**src/rtl/seq_alu_pkg.sv**
```systemverilog
// seq_alu_pkg: shared definitions for the sequential ALU.
//   - 4-bit opcode map (unchanged from the combinational 16-bit ALU)
//   - control FSM state type used by the top level
package seq_alu_pkg;

   localparam logic [3:0] OP_ADD  = 4'h0;
   localparam logic [3:0] OP_SUB  = 4'h1;
   localparam logic [3:0] OP_MUL  = 4'h2;
   localparam logic [3:0] OP_DIV  = 4'h3;
   localparam logic [3:0] OP_SHL  = 4'h4;
   localparam logic [3:0] OP_SHR  = 4'h5;
   localparam logic [3:0] OP_ROL  = 4'h6;
   localparam logic [3:0] OP_ROR  = 4'h7;
   localparam logic [3:0] OP_AND  = 4'h8;
   localparam logic [3:0] OP_OR   = 4'h9;
   localparam logic [3:0] OP_XOR  = 4'hA;
   localparam logic [3:0] OP_NOR  = 4'hB;
   localparam logic [3:0] OP_NAND = 4'hC;
   localparam logic [3:0] OP_XNOR = 4'hD;
   localparam logic [3:0] OP_GT   = 4'hE;
   localparam logic [3:0] OP_EQ   = 4'hF;

   typedef enum logic [1:0] {
      ST_IDLE = 2'd0,
      ST_MUL  = 2'd1,
      ST_DIV  = 2'd2
   } state_t;

endpackage

```
**src/rtl/seq_alu_muldiv.sv**
```systemverilog
// seq_alu_muldiv: iterative unsigned multiply / divide engine, one bit per cycle.
//   MUL: shift-add over a 2*WIDTH accumulator {hi, lo}, initialised {0, operand_a}.
//   DIV: restoring division; accumulator {remainder, quotient}, initialised {0, operand_a}.
// Ports:
//   clk, reset      clock, asynchronous active-low reset
//   start           load operands and begin (ignored while busy by construction in the top)
//   is_div          operation select captured at start (0 = MUL, 1 = DIV)
//   operand_a/b     multiplicand-multiplier / dividend-divisor
//   done            high in the cycle whose clock edge performs the final step
//   hi, lo          accumulator value after the current step (valid when done)
module seq_alu_muldiv #(
   parameter int unsigned WIDTH = 16
) (
   input  logic             clk,
   input  logic             reset,
   input  logic             start,
   input  logic             is_div,
   input  logic [WIDTH-1:0] operand_a,
   input  logic [WIDTH-1:0] operand_b,
   output logic             done,
   output logic [WIDTH-1:0] hi,
   output logic [WIDTH-1:0] lo
);

   localparam int unsigned CW = $clog2(WIDTH) + 1;

   logic                 busy_q,  busy_d;
   logic                 div_q,   div_d;
   logic [CW-1:0]        count_q, count_d;
   logic [2*WIDTH-1:0]   acc_q,   acc_d;
   logic [WIDTH-1:0]     opb_q,   opb_d;

   logic [WIDTH:0]       mul_sum;
   logic [2*WIDTH-1:0]   mul_next;
   logic [WIDTH:0]       rem_sh;
   logic                 borrow;
   logic [WIDTH-1:0]     rem_diff;
   logic [2*WIDTH-1:0]   div_next;
   logic [2*WIDTH-1:0]   step;

   always_comb begin
      // Shift-add: add multiplicand into the high half when the current
      // multiplier bit is set, then shift the carry-extended pair right.
      mul_sum  = {1'b0, acc_q[2*WIDTH-1:WIDTH]} + (acc_q[0] ? {1'b0, opb_q} : '0);
      mul_next = {mul_sum, acc_q[WIDTH-1:1]};

      // Restoring step: bring the next dividend bit into the partial
      // remainder; subtract the divisor only if it fits. When it fits the
      // true difference is below the divisor, so the low WIDTH bits are exact.
      rem_sh   = {acc_q[2*WIDTH-1:WIDTH], acc_q[WIDTH-1]};
      borrow   = (rem_sh < {1'b0, opb_q});
      rem_diff = rem_sh[WIDTH-1:0] - opb_q;
      div_next = {(borrow ? rem_sh[WIDTH-1:0] : rem_diff), acc_q[WIDTH-2:0], ~borrow};

      step = div_q ? div_next : mul_next;
   end

   always_comb begin
      busy_d  = busy_q;
      div_d   = div_q;
      count_d = count_q;
      acc_d   = acc_q;
      opb_d   = opb_q;
      if (start) begin
         busy_d  = 1'b1;
         div_d   = is_div;
         count_d = CW'(WIDTH);
         acc_d   = {{WIDTH{1'b0}}, operand_a};
         opb_d   = operand_b;
      end else if (busy_q) begin
         acc_d   = step;
         count_d = count_q - 1'b1;
         if (count_q == CW'(1)) begin
            busy_d = 1'b0;
         end
      end
   end

   always_ff @(posedge clk or negedge reset) begin
      if (!reset) begin
         busy_q  <= 1'b0;
         div_q   <= 1'b0;
         count_q <= '0;
         acc_q   <= '0;
         opb_q   <= '0;
      end else begin
         busy_q  <= busy_d;
         div_q   <= div_d;
         count_q <= count_d;
         acc_q   <= acc_d;
         opb_q   <= opb_d;
      end
   end

   // The final step's value is handed out combinationally so the top can
   // register it on the same edge that completes the iteration.
   assign done = busy_q && (count_q == CW'(1));
   assign hi   = step[2*WIDTH-1:WIDTH];
   assign lo   = step[WIDTH-1:0];

endmodule

```
**src/rtl/seq_alu.sv**
```systemverilog
// seq_alu: multi-cycle unsigned ALU with valid/ready handshakes.
//   Single-cycle ops load the output registers on the accept edge; MUL/DIV run
//   in seq_alu_muldiv for WIDTH cycles; DIV by zero completes immediately.
// Ports:
//   clk, reset               clock, asynchronous active-low reset
//   in_valid / in_ready      request handshake; opcode and operands sampled on accept
//   opcode, operand1/2       operation and operands (operand2[SHW-1:0] = shift amount)
//   out_valid / out_ready    result handshake; outputs hold while stalled
//   result, result_hi        low result / quotient, high product / remainder
//   flag_zero/carry/div0     result==0, carry-borrow-overflow, divide by zero
module seq_alu #(
   parameter int unsigned WIDTH = 16
) (
   input  logic             clk,
   input  logic             reset,
   input  logic             in_valid,
   output logic             in_ready,
   input  logic [3:0]       opcode,
   input  logic [WIDTH-1:0] operand1,
   input  logic [WIDTH-1:0] operand2,
   output logic             out_valid,
   input  logic             out_ready,
   output logic [WIDTH-1:0] result,
   output logic [WIDTH-1:0] result_hi,
   output logic             flag_zero,
   output logic             flag_carry,
   output logic             flag_div0
);

   import seq_alu_pkg::*;

   localparam int unsigned SHW = $clog2(WIDTH);

   state_t           state_q,      state_d;
   logic             out_valid_q,  out_valid_d;
   logic [WIDTH-1:0] result_q,     result_d;
   logic [WIDTH-1:0] result_hi_q,  result_hi_d;
   logic             flag_zero_q,  flag_zero_d;
   logic             flag_carry_q, flag_carry_d;
   logic             flag_div0_q,  flag_div0_d;

   logic             accept;
   logic             md_start, md_div, md_done;
   logic [WIDTH-1:0] md_hi, md_lo;

   logic [SHW-1:0]   amt;
   logic [SHW:0]     rev_amt;
   logic [WIDTH:0]   add_full, sub_full;
   logic [WIDTH-1:0] sc_res;
   logic             sc_carry;

   logic             ld_en, ld_carry, ld_div0;
   logic [WIDTH-1:0] ld_res, ld_hi;

   assign in_ready = (state_q == ST_IDLE) && (!out_valid_q || out_ready);
   assign accept   = in_valid && in_ready;

   seq_alu_muldiv #(
      .WIDTH (WIDTH)
   ) u_muldiv (
      .clk       (clk),
      .reset     (reset),
      .start     (md_start),
      .is_div    (md_div),
      .operand_a (operand1),
      .operand_b (operand2),
      .done      (md_done),
      .hi        (md_hi),
      .lo        (md_lo)
   );

   // Single-cycle datapath.
   always_comb begin
      amt      = operand2[SHW-1:0];
      // Complementary shift for rotates; amt==0 gives a shift of WIDTH,
      // which yields zero and leaves operand1 passed through.
      rev_amt  = (SHW+1)'(WIDTH) - {1'b0, amt};
      add_full = {1'b0, operand1} + {1'b0, operand2};
      sub_full = {1'b0, operand1} - {1'b0, operand2};
      sc_res   = '0;
      sc_carry = 1'b0;
      case (opcode)
         OP_ADD:  begin sc_res = add_full[WIDTH-1:0]; sc_carry = add_full[WIDTH]; end
         OP_SUB:  begin sc_res = sub_full[WIDTH-1:0]; sc_carry = sub_full[WIDTH]; end
         OP_SHL:  sc_res = operand1 << amt;
         OP_SHR:  sc_res = operand1 >> amt;
         OP_ROL:  sc_res = (operand1 << amt) | (operand1 >> rev_amt);
         OP_ROR:  sc_res = (operand1 >> amt) | (operand1 << rev_amt);
         OP_AND:  sc_res = operand1 & operand2;
         OP_OR:   sc_res = operand1 | operand2;
         OP_XOR:  sc_res = operand1 ^ operand2;
         OP_NOR:  sc_res = ~(operand1 | operand2);
         OP_NAND: sc_res = ~(operand1 & operand2);
         OP_XNOR: sc_res = ~(operand1 ^ operand2);
         OP_GT:   sc_res = {{(WIDTH-1){1'b0}}, (operand1 > operand2)};
         OP_EQ:   sc_res = {{(WIDTH-1){1'b0}}, (operand1 == operand2)};
         default: ;
      endcase
   end

   // Control FSM and output-register loading.
   always_comb begin
      state_d      = state_q;
      out_valid_d  = out_valid_q && !out_ready;
      result_d     = result_q;
      result_hi_d  = result_hi_q;
      flag_zero_d  = flag_zero_q;
      flag_carry_d = flag_carry_q;
      flag_div0_d  = flag_div0_q;
      md_start     = 1'b0;
      md_div       = 1'b0;
      ld_en        = 1'b0;
      ld_res       = '0;
      ld_hi        = '0;
      ld_carry     = 1'b0;
      ld_div0      = 1'b0;

      case (state_q)
         ST_IDLE: begin
            if (accept) begin
               if (opcode == OP_MUL) begin
                  md_start = 1'b1;
                  state_d  = ST_MUL;
               end else if (opcode == OP_DIV) begin
                  if (operand2 == '0) begin
                     ld_en   = 1'b1;
                     ld_res  = '1;
                     ld_hi   = operand1;
                     ld_div0 = 1'b1;
                  end else begin
                     md_start = 1'b1;
                     md_div   = 1'b1;
                     state_d  = ST_DIV;
                  end
               end else begin
                  ld_en    = 1'b1;
                  ld_res   = sc_res;
                  ld_carry = sc_carry;
               end
            end
         end
         ST_MUL: begin
            if (md_done) begin
               ld_en    = 1'b1;
               ld_res   = md_lo;
               ld_hi    = md_hi;
               ld_carry = |md_hi;
               state_d  = ST_IDLE;
            end
         end
         ST_DIV: begin
            if (md_done) begin
               ld_en   = 1'b1;
               ld_res  = md_lo;
               ld_hi   = md_hi;
               state_d = ST_IDLE;
            end
         end
         default: state_d = ST_IDLE;
      endcase

      // A new load wins over the consumer clearing out_valid.
      if (ld_en) begin
         out_valid_d  = 1'b1;
         result_d     = ld_res;
         result_hi_d  = ld_hi;
         flag_zero_d  = (ld_res == '0);
         flag_carry_d = ld_carry;
         flag_div0_d  = ld_div0;
      end
   end

   always_ff @(posedge clk or negedge reset) begin
      if (!reset) begin
         state_q      <= ST_IDLE;
         out_valid_q  <= 1'b0;
         result_q     <= '0;
         result_hi_q  <= '0;
         flag_zero_q  <= 1'b0;
         flag_carry_q <= 1'b0;
         flag_div0_q  <= 1'b0;
      end else begin
         state_q      <= state_d;
         out_valid_q  <= out_valid_d;
         result_q     <= result_d;
         result_hi_q  <= result_hi_d;
         flag_zero_q  <= flag_zero_d;
         flag_carry_q <= flag_carry_d;
         flag_div0_q  <= flag_div0_d;
      end
   end

   assign out_valid  = out_valid_q;
   assign result     = result_q;
   assign result_hi  = result_hi_q;
   assign flag_zero  = flag_zero_q;
   assign flag_carry = flag_carry_q;
   assign flag_div0  = flag_div0_q;

endmodule

```
**config.mk**
```make
export PLATFORM = sky130hd
export DESIGN_NAME = seq_alu
export DESIGN_NICKNAME = d
export VERILOG_FILES = /design/src/rtl/seq_alu_pkg.sv /design/src/rtl/seq_alu_muldiv.sv /design/src/rtl/seq_alu.sv
export SDC_FILE = /design/constraint.sdc
export NUM_CORES = 1
export LEC_CHECK = 0
export ABC_AREA = 0
export CAP_MARGIN = 10
export CORE_UTILIZATION = 45
export CTS_CLUSTER_DIAMETER = 120
export CTS_CLUSTER_SIZE = 10
export DETAILED_ROUTE_END_ITERATION = 6
export PLACE_DENSITY = 0.61
export SYNTH_ARGS = -nofsm -noshare
export SYNTH_HDL_FRONTEND = slang
export SYNTH_SLANG_ARGS = --single-unit
```
**constraint.sdc**
```tcl
create_clock -name clk -period 6.3 [get_ports clk]
set_input_delay 0.63 -clock clk [delete_from_list [all_inputs] [get_ports clk]]
set_output_delay 0.63 -clock clk [all_outputs]
set_load 0.005 [all_outputs]
```
==> metrics.md <==
| Metric | Value |
|---|---|
| # fillers | `2678` |
| Status | `complete, no violations` |
| Top_reg_cell synth | `dfrtp_1` |
| Final WL | `54900 um` |
| Worst-path fanout max | `12` |
| Largest net degree at the start of global routing | `71` |
| Critical path arrival | `5.02 ns` |
| Nets | `1746` |
| Via/cell ratio | `6.76` |
| DRC Markers | `0` |
| IO Count | `77` |
| CTS sink count | `93` |
| Max frequency | `0.210 GHz` |
| TritonCTS clock tree | `done` |
| Peak supply drop | `382 uV` |
| Hold Violations, Final | `0` |
| Vias in the first global route | `12782` |
| Crit path max-delay cell type | `clkdlybuf4s50_1` |
| Max-slew violation count | `0` |
| Initial DRC count | `1650` |
| R2r startpoint | `u_muldiv.acc_q[16]$_DFFE_PN0P_` |
| Row count | `60` |
| Post-synth top area share | `18.8%` |
| Crit. End Element | `flop` |
| Mapped cell area | `12400 um^2` |
| RR Endpoint | `flag_carry$_DFFE_PN0P_` |
| Number of routed nets with antenna violations | `0` |
| Top post-synthesis cells by count | `nor2_1, nand2_1, o21ai_0, a21oi_1, dfrtp_1` |
| LEAKAGE | `5.76 nW` |
| Final setup vio count | `0` |
| Clock-pin slew on the worst setup and hold paths | `0.07 ns` |
| Layout cells sized above 1 | `8.53%` |
| CP Launch Type | `primary input` |
| Vias after detailed routing | `13237` |
| Worst skew pair latency | `0.34 ns` |
| Post-synth EDFFs | `0` |
| Antenna violations before repair | `1` |
| Worst-case headroom to the max-slew limit | `28.7%` |
| R2r setup slk | `2.10 ns` |
| Total gr overflow | `0` |
| Top-count cell post-synth | `nor2_1` |
| Syn_nets | `1732` |
| Core Region | `27000 um^2` |
| Drt wl/cell | `28.0 um` |
| Hold Path Class | `in2async` |
| Ys Warns | `0` |
| Die area | `28200 um^2` |
| Pre-antenna DRT Iters | `7` |
| Ranking of synthesized cells by area | `dfrtp_1, ha_1, mux2i_1` |
| Chip height | `168 um` |
| Worst-case clock buffer depth | `2` |
| CTS resizes | `0` |
| Tot Pwr | `0.00557 W` |
| Critical Path, Cell by Cell | `clkdlybuf4s50_1, inv_1, ha_1, o21ai_0, o21ai_0, a311oi_1, o21ai_0, a221o_1, a211oi_1, nand4_1, o31ai_2` |
| Post-synthesis instance total | `1600` |
| GPL Wtd Cong | `1.00` |
| Multi-input logic area | `9210 um^2` |
| Synth-to-Final Area Change | `10.3%` |
| CP peak stage delay | `0.83 ns` |
| CTS root buffer | `clkbuf_16` |
| Most used cell, CP | `o21ai_0` |
| Least-Margin Pin Slew | `1.07 ns` |
| Min Clock Period, post-route | `4.76 ns` |
| Register area | `2330 um^2` |
| WP data required | `6.56 ns` |
| Final period util | `75.6%` |
| Library cells used by synthesis | `92` |
| Die X-Extent | `168 um` |
| Max Cap Viol | `0` |
| WS Path Type | `in2reg` |
| Flip-flop and latch count after synthesis | `93` |
| FFs w/ async S/R, synth | `100%` |
| H-tree depth | `3` |
| First-pass GRT wire length | `82600 um` |
| RSZ-0062 raised after global routing | `no` |
| Number of antenna diodes | `0` |
| Initial Util | `46.0%` |
| TNS Setup | `0 ns` |
| Post-CTS Hold Buffers | `0` |
| TritonCTS Buffers | `9` |
| All-Layer GR Usage | `39.0%` |
| Cell Pwr Density | `408 nW/um^2` |
| Hpwl dp | `41700 um` |
| Worst Reg-to-Reg Cells | `10` |
| Syn Area/Cell | `7.74 um^2` |
| Sequential share of the synthesized area | `18.8%` |
| Clock Skew | `0.00865 ns` |
| Post-CTS Setup Bufs | `0` |
| PortBufs | `76` |
| Yosys top cell by area | `dfrtp_1` |
-- cell usage in the layout, fill, tap and decap left out, types with 12 or more instances in the layout --
master | Yosys | final
nor2_1 | 178 | 178
nand2_1 | 155 | 155
o21ai_0 | 119 | 118
a21oi_1 | 97 | 95
dfrtp_1 | 93 | 93
ha_1 | 88 | 88
inv_1 | 85 | 85
mux2i_1 | 80 | 80
clkdlybuf4s50_1 | 0 | 72
buf_4 | 9 | 45
xnor2_1 | 32 | 32
o22ai_1 | 30 | 30
nor3_1 | 29 | 29
and2_1 | 25 | 25
mux2_2 | 24 | 24
mux4_2 | 24 | 24
a211oi_1 | 23 | 23
a31oi_1 | 23 | 23
nand3_1 | 22 | 22
nor4_1 | 21 | 21
nor2b_1 | 16 | 16
o21a_1 | 16 | 16
o211ai_1 | 14 | 14
a211o_1 | 14 | 14
a21o_1 | 13 | 13
and3_1 | 13 | 13
nand2b_1 | 12 | 12
or2_2 | 12 | 12
o31ai_1 | 12 | 12
o32ai_1 | 12 | 12
-- how the worst max path moves through the flow --
stage / startpoint / to / slack [ns] / depth (start not counted)
finish: operand2[2] / flag_zero$_DFFE_PN0P_ / 1.54 / 11
global route: operand2[2] / flag_zero$_DFFE_PN0P_ / 1.30 / 11
CTS: operand2[2] / flag_zero$_DFFE_PN0P_ / 1.65 / 12
detailed placement: operand2[2] / flag_zero$_DFFE_PN0P_ / 1.30 / 12
global placement: operand2[0] / flag_zero$_DFFE_PN0P_ / 1.32 / 12
floorplan: operand2[0] / flag_zero$_DFFE_PN0P_ / 2.24 / 16
-- kinds of logic (layout without fill, tap and decap cells) --
group,after synthesis,after routing,share of synthesized area [%]
multiplexers,131,131,13.6
flip-flops,93,93,18.8
AO/OA/AOI/OAI,503,503,27.4
adder cells (fa/ha/maj),92,92,9.54
XOR/XNOR,45,45,3.30
buffers and inverters,205,223,7.05
AND/OR/NAND/NOR,531,531,20.3
-- final cells by class --
cell class / count / area share, %
clock buffer: 9 / 1.65
tap: 341 / 3.12
timing repair buffer: 121 / 7.89
sequential: 93 / 17.0
multi-input combinational: 1302 / 67.4
inverter: 87 / 2.39
clock inverter: 6 / 0.522
-- state kept, by name (all words and copies together), names as in the netlist --
signal	flops
u_muldiv.acc_q	32
result	16
result_hi	16
u_muldiv.opb_q	16
u_muldiv.count_q	5
state_q	2
flag_carry	1
flag_div0	1
flag_zero	1
out_valid	1
u_muldiv.busy_q	1
u_muldiv.div_q	1
-- stage by stage --
step / std cells / cell area, um^2 / hold slack [ns] / util, % / worst slack [ns]
finish: 1959 / 13700 / 0.176 / 50.7 / 1.54
floorplan: 1600 / 12400 / 0.334 / - / 2.24
CTS: 1959 / 13700 / 0.194 / 50.7 / 1.65
global placement: 1943 / 13400 / 0.453 / 49.6 / 1.32
global route: 1959 / 13700 / 0.199 / 50.7 / 1.30
detailed placement: 1944 / 13400 / 0.464 / 49.6 / 1.30
-- where the power goes --
part	switching [W]	internal, W
clock	0.000254	0.000311
combinational	0.00229	0.00156
sequential	0.000283	0.000872
-- per-layer routing --
layer | track usage (%) | part of all wire, %
met4 | 22.4 | 6.5
met2 | 64.1 | 46
met3 | 3.48 | 7.8
met5 | 0 | 0
met1 | 50.4 | 40
-- critical path, delay by kind of cell --
family	cells	cell delay, ns
adders and majority gates	1	0.51
buffers and inverters	2	1.27
and+or+nand+nor	1	0.18
AOI/OAI and AO/OA	7	2.43
Power figures use the tool's default switching activity.
==> RTL change, RTL diff (config.mk and constraints unchanged) <==
Take the reset off `result_q` and `result_hi_q` and load them in a clocked block of their own.
--- a/src/rtl/seq_alu.sv
+++ b/src/rtl/seq_alu.sv
@@ -176,4 +176,2 @@
          out_valid_q  <= 1'b0;
-         result_q     <= '0;
-         result_hi_q  <= '0;
          flag_zero_q  <= 1'b0;
@@ -184,4 +182,2 @@
          out_valid_q  <= out_valid_d;
-         result_q     <= result_d;
-         result_hi_q  <= result_hi_d;
          flag_zero_q  <= flag_zero_d;
@@ -190,2 +186,7 @@
       end
+   end
+
+   always_ff @(posedge clk) begin
+      result_q    <= result_d;
+      result_hi_q <= result_hi_d;
    end
Function: changed (a bounded check fails within 4 cycles, from zero or initial values and one cycle with reset low).
==> RTL change against the unedited design <==
- the flow now finishes with violations (DRC)
- die area is 2.5% higher
- setup slack lost 0.12 ns
- clock skew grew 0.0039 ns
- total power shrank 2.6%
- design area rose by 2.3%
- non-clock buffer count grew 3
- sequential cell count did not move
- synthesized area up 2.5%
- routed wire length is 3.3% higher
- global-route usage up 0.11 points
- critical endpoint unchanged
- highest routed layer unchanged
==> RTL change: results (changes against the unedited design) <==
| Metric | Value |
|---|---|
| Status | finished with violations |
| Failing checks | DRC |
| Post-synth cell types | 89 (-3.3%) |
| Gr usage total | 0.3915 (+0.001084) |
| Critical Path AT | 5.18 ns (+0.16 ns) |
| Final Cell Area | 13980 um2 (+2.3%) |
| P_leak | 5.716 nW (-0.81%) |
| Global-route wire length before repair | 83280 um (+0.81%) |
| Synth Area in XOR/XNOR | 0.02739 (-0.005644) |
| Routed wl met3 | 6454 um (+50%) |
| Hold WS | 0.04482 ns (-0.1313 ns) |
| Pre-CTS setup slack | 1.200 ns (-0.09618 ns) |
| R2R depth | 13 (+3) |
| Worst-Skew Late Latency | 0.37 ns (+0.03 ns) |
| Tmin final | 4.881 ns (+0.1180 ns) |
| Synthesized Nets | 1753 (+1.2%) |
| Post-synth EDFFs | 32 (+32) |
| Synth Area in Adders | 0.09300 (-0.002358) |
| DRT met1 WL | 24820 um (+14%) |
| Synth area leaders | dfrtp_1 12%, ha_1 8.7%, edfxtp_1 7.6%, mux2i_1 5.9%, nor2_1 4.6% |
| Synth cell count leaders | 155 x nor2_1, 140 x nand2_1, 107 x o21ai_0 |
| Slew @ Worst Pin | 1.096 ns (+0.02640 ns) |
| CP delay by family, top | simple AND/OR/NAND/NOR gates |
| Crit path largest cell delay | 1.07 ns (+0.24 ns) |
| Mux contribution to synthesized area | 0.1357 (-0.0008130) |
| Syn_area_per_cell | 7.835 um2 (+1.2%) |
| Max IR drop VDD | 298.8 uV (-22%) |
| Clock Skews | 0.01252 ns (+0.003870 ns) |
| Vias in the first global route | 12470 (-2.5%) |
| FFs w/ async S/R, synth | 0.6559 (-0.3441) |
| CP Launch Point | operand1[5] |
| CP max stage cell | clkdlybuf4s50_1 |
| Max Fanout on Critical Path | 17 (+5) |
| Biggest register | u_muldiv.acc_q |
| Synth Cell Area | 12700 um2 (+2.5%) |
| Share of layout cells above drive strength 1 | 0.09588 (+0.01059) |
| Gp weighted congestion | 1.035 (+3.5%) |
| HPWL after detailed placement | 43370 um (+4.0%) |
| 1st-iter DRT viols | 1958 (+19%) |
| R2R Path Start | u_muldiv.acc_q[0]$_DFFE_PN0P_ |
| Final cell count without fillers | 2006 (+2.4%) |
| FF-to-FF setup slack | 1.90 ns (-0.20 ns) |
| Met2 Track Usage GR | 0.5488 (-0.09230) |
| Routed wire length | 56760 um (+3.3%) |
| DRC violations left | 4 (+4) |
| DR vias/cell | 6.902 (+2.1%) |
| Post-synthesis sequential area ratio | 0.1958 (+0.007964) |
| Routed wl met2 | 23050 um (-9.0%) |
| Largest net degree at the start of global routing | 60 (-15%) |
| Fill count | 2795 (+4.4%) |
| Met3 Track Usage GR | 0.08372 (+0.04893) |
| Met1 GRT Util | 0.5763 (+0.07190) |
-- RTL change: cell count changes after synthesis, moves of 12 or more --
| cell | change |
|---|---|
| o21ai_0 | -12 |
| dfrtp_1 | -32 |
| nand2_1 | -15 |
| nand3_1 | +13 |
| nor3_1 | +14 |
| o22ai_1 | -16 |
| mux2_2 | +15 |
| a211oi_1 | +12 |
| edfxtp_1 | +32 |
| clkbuf_1 | +16 |
| nor2_1 | -23 |
-- RTL change: area by class of cell --
| class | instances | share of cell area |
|---|---|---|
| inverters | 90 | 0.02417 |
| repair buffers | 124 | 0.07860 |
| multi-input cells | 1304 | 0.6643 |
| clock buffers | 11 | 0.01665 |
| flip-flops and latches | 93 | 0.1780 |
| well taps | 378 | 0.03384 |
| clock inverters | 5 | 0.004207 |
| diodes | 1 | 0.0001790 |
-- RTL change: report_power, final --
| part | internal [mW] | switching (mW) |
|---|---|---|
| sequential | 0.880 | 0.239 |
| combinational | 1.49 | 2.25 |
| clock | 0.310 | 0.258 |
